$ cat src/rtl/braille_chord_capture_if.sv
// Key inputs and decoded dot outputs of the Braille chord capture stage.
interface braille_chord_capture_if;
  logic [5:0] key_in;
  logic       A, B, C, D, E, F;
  logic       cell_valid;
  logic       busy;

  modport master (
    output key_in,
    input  A, B, C, D, E, F, cell_valid, busy
  );

  modport slave (
    input  key_in,
    output A, B, C, D, E, F, cell_valid, busy
  );
endinterface

$ cat src/rtl/braille_chord_capture.sv
// Braille chord capture: sync + whole-vector debounce of six dot keys, then
// accumulate a chord from first press to full release and emit it on A..F.
module braille_chord_capture #(
  parameter int DEBOUNCE_CYCLES = 16
) (
  input logic                    clk,
  input logic                    rst_n,
  braille_chord_capture_if.slave bus
);
  // Counter only ever reaches DEBOUNCE_CYCLES-1, so clog2 bits never wrap.
  localparam int            CW      = $clog2(DEBOUNCE_CYCLES);
  localparam logic [CW-1:0] CNT_MAX = CW'(DEBOUNCE_CYCLES - 1);

  typedef enum logic [1:0] {IDLE, ACCUM, EMIT} state_t;

  state_t        state, state_nxt;
  logic [5:0]    sync1, sync, deb;
  logic [5:0]    chord, chord_nxt, dots;
  logic [CW-1:0] cnt;
  logic          emit_go, cell_valid_q;

  // Two-flop synchronizer per key bit.
  always_ff @(posedge clk or negedge rst_n) begin
    if (!rst_n) begin
      sync1 <= '0;
      sync  <= '0;
    end else begin
      sync1 <= bus.key_in;
      sync  <= sync1;
    end
  end

  // Stability counter over the whole vector. sync1 is the value sync takes
  // next, so a mismatch clears the count on the same edge sync changes.
  // deb is accepted once the count has saturated, i.e. after
  // DEBOUNCE_CYCLES identical samples of sync.
  always_ff @(posedge clk or negedge rst_n) begin
    if (!rst_n) begin
      cnt <= '0;
      deb <= '0;
    end else begin
      if (sync1 != sync)     cnt <= '0;
      else if (cnt != CNT_MAX) cnt <= cnt + CW'(1);
      if (cnt == CNT_MAX)    deb <= sync;
    end
  end

  // FSM state and chord accumulator registers.
  always_ff @(posedge clk or negedge rst_n) begin
    if (!rst_n) begin
      state <= IDLE;
      chord <= '0;
    end else begin
      state <= state_nxt;
      chord <= chord_nxt;
    end
  end

  // Next-state and chord update; emit_go marks the ACCUM->EMIT transition.
  always_comb begin
    state_nxt = state;
    chord_nxt = chord;
    emit_go   = 1'b0;
    case (state)
      IDLE: begin
        chord_nxt = '0;
        if (deb != '0) begin
          state_nxt = ACCUM;
          chord_nxt = deb;
        end
      end
      ACCUM: begin
        if (deb != '0) begin
          chord_nxt = chord | deb;
        end else begin
          state_nxt = EMIT;
          emit_go   = 1'b1;
        end
      end
      EMIT: begin
        state_nxt = IDLE;
        chord_nxt = '0;
      end
      default: begin
        state_nxt = IDLE;
        chord_nxt = '0;
      end
    endcase
  end

  // Dot outputs land on the edge entering EMIT so they are visible in the
  // EMIT cycle together with the strobe; they hold until the next chord.
  always_ff @(posedge clk or negedge rst_n) begin
    if (!rst_n) begin
      dots         <= '0;
      cell_valid_q <= 1'b0;
    end else begin
      cell_valid_q <= emit_go;
      if (emit_go) dots <= chord;
    end
  end

  assign bus.A          = dots[5];
  assign bus.B          = dots[4];
  assign bus.C          = dots[3];
  assign bus.D          = dots[2];
  assign bus.E          = dots[1];
  assign bus.F          = dots[0];
  assign bus.cell_valid = cell_valid_q;
  assign bus.busy       = (state == ACCUM);
endmodule

$ cat src/flat_wrapper.sv
// flat-port wrapper written by rule: the top's interface ports become plain ports
module braille_chord_capture_flat 
#(
  parameter int DEBOUNCE_CYCLES = 16
)
  (clk, rst_n, bus_key_in, bus_A, bus_B, bus_C, bus_D, bus_E, bus_F, bus_cell_valid, bus_busy);
  braille_chord_capture_if bus_i ();
  input logic clk;
  input logic rst_n;
  input wire logic [$bits(bus_i.key_in)-1:0] bus_key_in;
  output wire logic [$bits(bus_i.A)-1:0] bus_A;
  output wire logic [$bits(bus_i.B)-1:0] bus_B;
  output wire logic [$bits(bus_i.C)-1:0] bus_C;
  output wire logic [$bits(bus_i.D)-1:0] bus_D;
  output wire logic [$bits(bus_i.E)-1:0] bus_E;
  output wire logic [$bits(bus_i.F)-1:0] bus_F;
  output wire logic [$bits(bus_i.cell_valid)-1:0] bus_cell_valid;
  output wire logic [$bits(bus_i.busy)-1:0] bus_busy;
  assign bus_i.key_in = bus_key_in;
  assign bus_A = bus_i.A;
  assign bus_B = bus_i.B;
  assign bus_C = bus_i.C;
  assign bus_D = bus_i.D;
  assign bus_E = bus_i.E;
  assign bus_F = bus_i.F;
  assign bus_cell_valid = bus_i.cell_valid;
  assign bus_busy = bus_i.busy;
  braille_chord_capture #(.DEBOUNCE_CYCLES(DEBOUNCE_CYCLES)) u_core (.clk(clk), .rst_n(rst_n), .bus(bus_i));
endmodule
$ cat config.mk
export PLATFORM = sky130hd
export DESIGN_NAME = braille_chord_capture_flat
export DESIGN_NICKNAME = d
export VERILOG_FILES = /design/src/rtl/braille_chord_capture_if.sv /design/src/rtl/braille_chord_capture.sv /design/src/flat_wrapper.sv
export SDC_FILE = /design/constraint.sdc
export NUM_CORES = 1
export LEC_CHECK = 0
export BUFFER_PORTS_ARGS = -buffer_cell sky130_fd_sc_hd__buf_4
export CORE_MARGIN = 2
export CORE_UTILIZATION = 50
export CTS_CLUSTER_SIZE = 24
export DETAILED_ROUTE_END_ITERATION = 8
export PLACE_DENSITY_LB_ADDON = 0.15
export SLEW_MARGIN = 20
export SYNTH_ARGS = -nofsm -noshare
export SYNTH_HDL_FRONTEND = slang
export SYNTH_SLANG_ARGS = --single-unit
$ cat constraint.sdc
create_clock -name clk -period 1.9 [get_ports clk]
set_clock_uncertainty 0.1 [all_clocks]
set_input_delay 0 -clock clk [delete_from_list [all_inputs] [get_ports clk]]
set_output_delay 0 -clock clk [all_outputs]
set_load 0.05 [all_outputs]
# After elaboration in Yosys (flattened, before gate mapping)
# Cells that the tools add are included.
# totals
ff_bits	37
inputBits	8
output_inout_bits	8
wordCells	31
# classes
add_sub_neg	1
eq_ne	7
muxes	10
n_bitwise	1
reduce_logical	4
# ops
op	count
$mux 6	2
$pmux 6 s2	1
$mux 4	2
$ne 6x6->1	1
$or 6x6->6	1
$reduce_bool 6->1	1
$add 4x1->4 const B	1
$eq 4x4->1 const B	1
$mux 2	2
$ne 2x1->1 const B	2
$ne 4x4->1 const B	1
$pmux 2 s2	1
$eq 2x1->1 const B	1
$logic_not 2->1	1
$mux 1	2
$ne 2x2->1 const B	1
$reduce_and 2->1	1
$reduce_bool 2->1	1

# Depth between registers and ports, before layout
# Gate-level depths: netlist of the first run.
# logic_depth
word_depth	3
mapped_depth	5
ltp_nobuf	4

# Worst setup path after synthesis of the first run
# No wires, ideal clock.
# synth_timing
path_kind	register to register
from	register u_core.deb[5]
to	register u_core.dots[0]
setup_time_ps	125
t_arrival_ps	1756
required_ps	1675
slack_ps	-81
stages_incl_launch_ff	5
path_buffers	1
period_less_slack_ps	1981
path_cell_list	dfrtp_1 -> or4_4 -> or4_4 -> buf_6 -> mux2_4
# synth_via
elab_chain_cells	3
# synth_lines
element	line_no	rtl
start, declared	braille_chord_capture.sv:17	logic [5:0] sync1, sync, deb;
start signal, assigned	braille_chord_capture.sv:44	if (cnt == CNT_MAX) deb <= sync;
$reduce_bool 6->1	braille_chord_capture.sv:73	if (deb != '0) begin
$mux 1	braille_chord_capture.sv:73	
$mux 1	braille_chord_capture.sv:64	case (state)
end signal, assigned	braille_chord_capture.sv:99	if (emit_go) dots <= chord;
end, declared	braille_chord_capture.sv:18	logic [5:0] chord, chord_nxt, dots;
# No other way between the ends.
# A chain may end at the register's enable or synchronous reset.

# Worst setup path in the final report of the first run
# layout_timing
from	register u_core.deb[5]
to	register u_core.dots[4]
# Same word-level chain as after synthesis.

==> impl_results.rst, run 1 <==
.. list-table::
   :header-rows: 1

   * - Metric
     - Value
   * - Status
     - finished, violations left
   * - Violations in the final reports
     - setup timing
   * - Maximum buffer depth of the clock tree
     - 2
   * - Highest attainable clock frequency
     - 514 MHz
   * - Maximum number of pins on one net before global-route repair
     - 38
   * - Cell type with the highest aggregate area in the netlist
     - dfrtp_1
   * - Total detailed-routing wirelength
     - 1960 um
   * - Reg-to-reg endpoint
     - u_core.dots[4]
   * - Number of antenna violations at the first check in global routing
     - 0
   * - Most used DFF post-synth
     - dfrtp_1
   * - R2r worst-path depth
     - 3
   * - Share of final-layout standard cells stronger than drive strength 1
     - 32.3%
   * - Drt drc
     - 0
   * - Avg Synthesized Cell Area
     - 14.7 um^2
   * - Async set or reset register ratio after synthesis
     - 100%
   * - Multiplexer share of the synthesized area
     - 12.4%
   * - Clock buffers created by TritonCTS
     - 5
   * - Sequential Power Share
     - 64.1%
   * - Post-synth cell types
     - 21
   * - Global-route wire length before repair
     - 3610 um
   * - Period minus WS final
     - 1.95 ns
   * - Master cell of the clock root buffer
     - clkbuf_4
   * - Fin. Hold Viols
     - 0
   * - Area Overhead vs Synth
     - 22.0%
   * - Number of nets in the layout
     - 133
   * - Type of element capturing the critical path
     - flip-flop
   * - Area fraction in and, or, nand and nor cells after synthesis
     - 8.87%
   * - Largest vdd supply drop
     - 697 uV
   * - Nature of the critical path startpoint
     - flip-flop
   * - Via count of the first global-routing pass
     - 807
   * - Worst r2r src
     - u_core.deb[5]
   * - Routed met1 length
     - 871 um
   * - Cell area after technology mapping
     - 0.00135 mm^2
   * - Register-to-register setup slack
     - -0.05 ns
   * - Portion of synthesized cell area occupied by the leading cell type
     - 68.4%
   * - Gr usage total
     - 15.3%
   * - Yosys warnings
     - 0
   * - CTS Sinks
     - 37
   * - Total core area
     - 0.00252 mm^2
   * - Pleak
     - 0.000843 uW
   * - Total iterations of the first detailed-routing run
     - 2
   * - Net count of the mapped netlist
     - 101
   * - Number of standard-cell rows in the floorplan
     - 18
   * - Overall die width
     - 56.0 um
   * - WL met3
     - 117 um
   * - I/O pins
     - 16
   * - Final Cycle Share
     - 102%
   * - Antenna Violating Nets Remaining
     - 0
   * - Half-perimeter wire length after placement
     - 1370 um
   * - Pins over their slew limit
     - 0
   * - Path type of the worst min-delay path
     - input pin to asynchronous set/reset pin
   * - Highest layer used for signal routing
     - met4
   * - Critical Path Fanout Max
     - 6
   * - Register clock-pin slew on the reported worst setup and hold paths
     - 0.10 ns
   * - GRT overflow
     - 0
   * - Via count
     - 795
   * - Slew margin rel.
     - 70.1%
   * - Sequential-to-total area share from yosys stat
     - 68.4%
   * - EDFF count, synth
     - 0
   * - Compound-cell area share of the yosys netlist
     - 3.23%
   * - Sum Neg Setup Slack
     - -0.268 ns
   * - Largest family of logic cells by synthesized area
     - multiplexers
   * - Cell types with the largest area share after synthesis
     - dfrtp_1 (68%), mux2_4 (6.7%), mux2_2 (5.0%)
   * - RSZ-0062 raised after global routing
     - yes
   * - Cell internal power dissipation
     - 1000 uW
   * - Total net switching power
     - 260 uW
   * - Xor-xnor portion of the synthesized cell area
     - 4.53%
   * - Detailed router's first-iteration violation count
     - 5
   * - Crit Path Class
     - flip-flop to flip-flop
   * - Clock insertion delay at the later pin of the skew report
     - 0.33 ns
   * - Min setup slack post-route
     - -0.0458 ns
   * - WL/cell
     - 12.8 um
   * - Die footprint
     - 0.00314 mm^2
   * - Port buffer count
     - 15
   * - Clock tree from TritonCTS
     - built
   * - Number of inserted diodes
     - 0
   * - Number of violations of the max-capacitance limit
     - 0
   * - Data required time of the worst path
     - 2.02 ns
   * - Die height
     - 56.0 um
   * - Portion of total power attributed to combinational logic
     - 4.2%
   * - Final Setup Violations
     - 6
   * - Seq cells post-synth
     - 37
   * - Initial core utilization
     - 53.7%
   * - Arrival @ worst endpoint
     - 2.07 ns
   * - Pin slew with the least headroom to its limit
     - 0.449 ns
   * - Maximum level of the CTS H-tree
     - 2
   * - Average via count per standard cell
     - 5.16
   * - Final GP Congestion
     - 0.742
   * - Clock network power share
     - 31.8%
   * - Met2 Wirelength
     - 924 um
   * - Worst hold slack after final layout
     - 0.0551 ns
   * - Cell Pwr Density
     - 765 mW/mm^2
   * - Post-CTS repair timing setup buffer count
     - 0
   * - Number of standard cells after synthesis
     - 92
   * - Net Sw Frac
     - 20.6%
   * - Area share of fa/ha/maj cells after synthesis
     - 0.924%
[power groups by stage]
stage          Sequential (uW)  Clock, uW  Combinational [uW]
6_report                   809        401                52.9
5_1_grt                    812        453                59.5
4_1_cts                    810        425                54.1
3_5_place_dp               825          0                42.8
3_3_place_gp               825          0                42.3
2_1_floorplan              823          0                15.0
[registers in the layout, summed over array words and instances, names as in the netlist]
register / flops
u_core.bus.cell_valid: 1
u_core.chord: 6
u_core.cnt: 4
u_core.deb: 6
u_core.dots: 6
u_core.state: 2
u_core.sync: 6
u_core.sync1: 6
[cell usage after synthesis, types with 2 or more instances]
library cell,number
nor2_1,7
dfrtp_1,37
nand3_1,2
mux2_4,6
xnor2_1,7
nor4_1,2
nor3_1,5
mux2_2,6
a21oi_1,6
inv_1,2
or4_4,2
[logic make-up (layout without fill, tap and decap cells)]
kind of cell | Yosys count | after routing
compound gates | 8 | 8
xor+xnor | 7 | 7
fa+ha+maj | 1 | 1
buf+inv | 4 | 36
flops | 37 | 37
mux | 13 | 13
simple gates | 22 | 22
[layout make-up]
cell class | count | area, um^2
clock buffers | 7 | 55.1
flip-flops and latches | 37 | 926
inverters | 2 | 7.51
fillers | 194 | 871
multi-input cells | 51 | 405
repair buffers | 27 | 220
well taps | 30 | 37.5
[through the flow]
step	std cells	power (uW)	cell area (um^2)	setup WS, ns	utilization [%]
final	154	1260	1650	-0.0458	65.5
after global placement	140	867	1530	-0.0267	60.5
after detailed placement	140	868	1530	-0.0423	60.5
after floorplan	92	838	1350	-0.0813	-
after global routing	154	1320	1650	-0.0993	65.5
after CTS	154	1290	1650	-0.0505	65.5
[how the worst max path moves through the flow]
stage | from | end | slack [ns] | cells past startpoint
4_1_cts | u_core.deb[5] | u_core.dots[2] | -0.05 | 3
5_1_grt | u_core.deb[5] | u_core.dots[1] | -0.1 | 3
2_1_floorplan | u_core.deb[5] | u_core.dots[0] | -0.08 | 4
3_5_place_dp | u_core.deb[5] | u_core.dots[2] | -0.04 | 3
6_report | u_core.deb[5] | u_core.dots[4] | -0.05 | 3
3_3_place_gp | u_core.deb[5] | u_core.dots[2] | -0.03 | 3
[routing by layer]
layer / GRT usage, % / up-vias
li1: - / 387
met4: 7.14 / 0
met1: 17.1 / 380
met3: 6.28 / 7
met2: 25.4 / 21
met5: 0 / -
[placed cells by master, fill, tap and decap left out, types with 2 or more instances in the layout]
cell type / synthesis / final
clkbuf_4: 0 / 5
nor3_1: 5 / 5
mux2_2: 6 / 6
inv_1: 2 / 2
or4_4: 2 / 2
nand3_1: 2 / 2
dlygate4sd3_1: 0 / 7
buf_4: 0 / 20
dfrtp_1: 37 / 37
mux2_4: 6 / 6
a21oi_1: 6 / 6
xnor2_1: 7 / 7
nor2_1: 7 / 7
nor4_1: 2 / 2
[timing repair]
item,4_1_cts,5_1_grt
hold buffers,7,0
resized for setup,0,0
endpoints found under the hold margin,43,0
endpoints found under the setup margin,6,6
[critical path, cell delays in order (launching register included)]
cell	delay [ns]
dfrtp_1	0.39
or4_4	0.53
or4_4	0.50
mux2_4	0.32
No activity file was read; power rests on OpenSTA's default activity.
==> run 2: changes to the inputs <==
--- a/config.mk
+++ b/config.mk
@@ -5,9 +5,11 @@
 export SDC_FILE = /design/constraint.sdc
 export NUM_CORES = 1
 export LEC_CHECK = 0
+export ABC_AREA = 0
 export BUFFER_PORTS_ARGS = -buffer_cell sky130_fd_sc_hd__buf_4
 export CORE_MARGIN = 2
 export CORE_UTILIZATION = 50
+export CTS_BUF_LIST = sky130_fd_sc_hd__clkbuf_16
 export CTS_CLUSTER_SIZE = 24
 export DETAILED_ROUTE_END_ITERATION = 8
 export PLACE_DENSITY_LB_ADDON = 0.15
==> run 2 against run 1 <==
  * Setup slack improved by 0.00066 ns
  * Utilization rose by 3.1 points
  * Flip-flop and latch count unchanged
  * Sequential share of layout area shrank 2.5 points
  * First-iteration DRC count rose by 60%
  * Maximum frequency about the same
  * The flow still finishes with violations (setup timing)
  * Register-to-register slack hardly changed
  * Via count down 1.0%
  * Critical path type unchanged
  * Non-clock buffer count unchanged
  * Power up 27%
  * Highest routed layer is now met3
  * Hold slack gained 0.066 ns
  * Sequential power barely moved
  * Critical endpoint unchanged
==> impl_results.rst, run 2 (synthesis gave the netlist of run 1 again) <==
.. list-table::
   :header-rows: 1

   * - Metric
     - Value
   * - RSZ-0062 raised after global routing
     - yes
   * - Average via count per standard cell
     - 5.11
   * - Most common cell after layout, fill and taps aside
     - dfrtp_1
   * - Total core area
     - 0.00252 mm^2
   * - Master cell of the clock root buffer
     - clkbuf_16
   * - Final GP Congestion
     - 0.742
   * - Cell Pwr Density
     - 927 mW/mm^2
   * - Arrival @ worst endpoint
     - 2.00 ns
   * - Slew margin rel.
     - 70.1%
   * - CTS Sinks
     - 37
   * - WL/cell
     - 13.0 um
   * - Sum Neg Setup Slack
     - -0.248 ns
   * - Share of final-layout standard cells stronger than drive strength 1
     - 31.5%
   * - Largest vdd supply drop
     - 841 uV
   * - Maximum buffer depth of the clock tree
     - 2
   * - Final Setup Violations
     - 6
   * - Number of antenna violations at the first check in global routing
     - 0
   * - Crit Path Class
     - flip-flop to flip-flop
   * - Clock insertion delay at the later pin of the skew report
     - 0.28 ns
   * - Post-layout utilization of the core
     - 68.6%
   * - Stage delay of the slowest cell on the critical path
     - 0.53 ns
   * - Number of violations of the max-capacitance limit
     - 0
   * - Min setup slack post-route
     - -0.0451 ns
   * - Port buffer count
     - 15
   * - Type of element capturing the critical path
     - flip-flop
   * - Half-perimeter wire length after placement
     - 1370 um
   * - Pleak
     - 0.000880 uW
   * - Period minus WS final
     - 1.95 ns
   * - Final Cycle Share
     - 102%
   * - Maximum level of the CTS H-tree
     - 2
   * - Most frequent cells in the layout
     - dfrtp_1 (37), buf_4 (20), nor2_1 (7), xnor2_1 (7), dlygate4sd3_1 (7)
   * - Area Overhead vs Synth
     - 27.7%
   * - Fill cell count
     - 179
   * - Data required time of the worst path
     - 1.96 ns
   * - Total iterations of the first detailed-routing run
     - 3
   * - Path type of the worst min-delay path
     - input pin to asynchronous set/reset pin
   * - Via count
     - 787
   * - Drt drc
     - 0
   * - Slowest cell on crit path
     - or4_4
   * - Critical Path, Cell by Cell
     - or4_4, or4_4, mux2_4
   * - Fin. Hold Viols
     - 0
   * - Clock buffers created by TritonCTS
     - 5
   * - Nature of the critical path startpoint
     - flip-flop
   * - Top cell by count, worst path
     - or4_4
   * - Pin slew with the least headroom to its limit
     - 0.448 ns
   * - Pins over their slew limit
     - 0
   * - Maximum number of pins on one net before global-route repair
     - 38
   * - Total detailed-routing wirelength
     - 2000 um
   * - Register clock-pin slew on the reported worst setup and hold paths
     - 0.05 ns
   * - Number of standard-cell rows in the floorplan
     - 18
   * - Initial core utilization
     - 53.7%
   * - Status
     - finished, violations left
   * - Gr usage total
     - 15.3%
   * - Critical Path Fanout Max
     - 6
   * - GRT overflow
     - 0
   * - Cells resized by post-CTS repair
     - 0
   * - Number of nets in the layout
     - 133
   * - Violations in the final reports
     - setup timing
   * - I/O pins
     - 16
   * - Antenna Violating Nets Remaining
     - 0
   * - Post-CTS repair timing setup buffer count
     - 0
   * - Die height
     - 56.0 um
   * - Clock tree from TritonCTS
     - built
   * - Detailed router's first-iteration violation count
     - 8
   * - Overall die width
     - 56.0 um
   * - Global-route wire length before repair
     - 3600 um
   * - Highest attainable clock frequency
     - 514 MHz
   * - Die footprint
     - 0.00314 mm^2
   * - Number of inserted diodes
     - 0
   * - Via count of the first global-routing pass
     - 808
==> run 2: metal layers <==
metal | track usage, % | vias up | wire length [um]
met2 | 24.7 | 22 | 962
met3 | 7.67 | 0 | 129
met5 | 0 | - | 0
met1 | 17.7 | 376 | 905
li1 | - | 389 | -
met4 | 5.10 | 0 | 0
==> run 2: critical path: cells and delay by family (launching register included) <==
| family | cells | cell delay [ns] |
|---|---|---|
| DFF | 1 | 0.38 |
| muxes | 1 | 0.32 |
| and+or+nand+nor | 2 | 1.03 |
==> run 2: final timing paths <==
path / from / end / slack (ns) / cells after the start
max in group asynchronous: rst_n / u_core.chord[2] / 1.26 / 2
max reg2reg: u_core.deb[5] / u_core.dots[4] / -0.05 / 3
min: rst_n / u_core.dots[1] / 0.12 / 2
max: u_core.deb[5] / u_core.dots[4] / -0.05 / 3
min reg2reg: u_core.sync1[0] / u_core.sync[0] / 0.29 / 0
min in group clk: bus_key_in[3] / u_core.sync1[3] / 0.27 / 2
==> run 2: where the power goes <==
part | internal (uW) | switching [uW] | total, uW
Sequential | 803 | 8.87 | 812
Clock | 467 | 271 | 738
Combinational | 28.1 | 24.7 | 52.8
Total | 1300 | 304 | 1600
==> run 2: final cells by class <==
class	instances	area, um^2	area share [%]
clock buffers	5	125	7.24
flip-flops and latches	37	926	53.5
repair buffers	27	220	12.7
inverters	2	7.51	0.434
multi-input cells	51	405	23.4
well taps	30	37.5	2.17
clock inverters	2	7.51	0.434
==> run 2: what timing repair did <==
action | in CTS | in global routing
endpoints found under the setup margin | 6 | 6
hold endpoints to repair | 43 | 0
pin swaps | 0 | 0
hold buffers | 7 | 0
==> run 2: stage by stage <==
| step | hold slack [ns] | cells | setup slack, ns | cell area, um^2 | total power [uW] |
|---|---|---|---|---|---|
| final | 0.121 | 154 | -0.0451 | 1730 | 1600 |
| after global routing | 0.171 | 154 | -0.0958 | 1730 | 1660 |
| after CTS | 0.133 | 154 | -0.0491 | 1730 | 1620 |
| after detailed placement | -0.117 | 140 | -0.0423 | 1530 | 868 |
| after global placement | -0.124 | 140 | -0.0267 | 1530 | 867 |
| after floorplan | -0.396 | 92 | -0.0813 | 1350 | 838 |
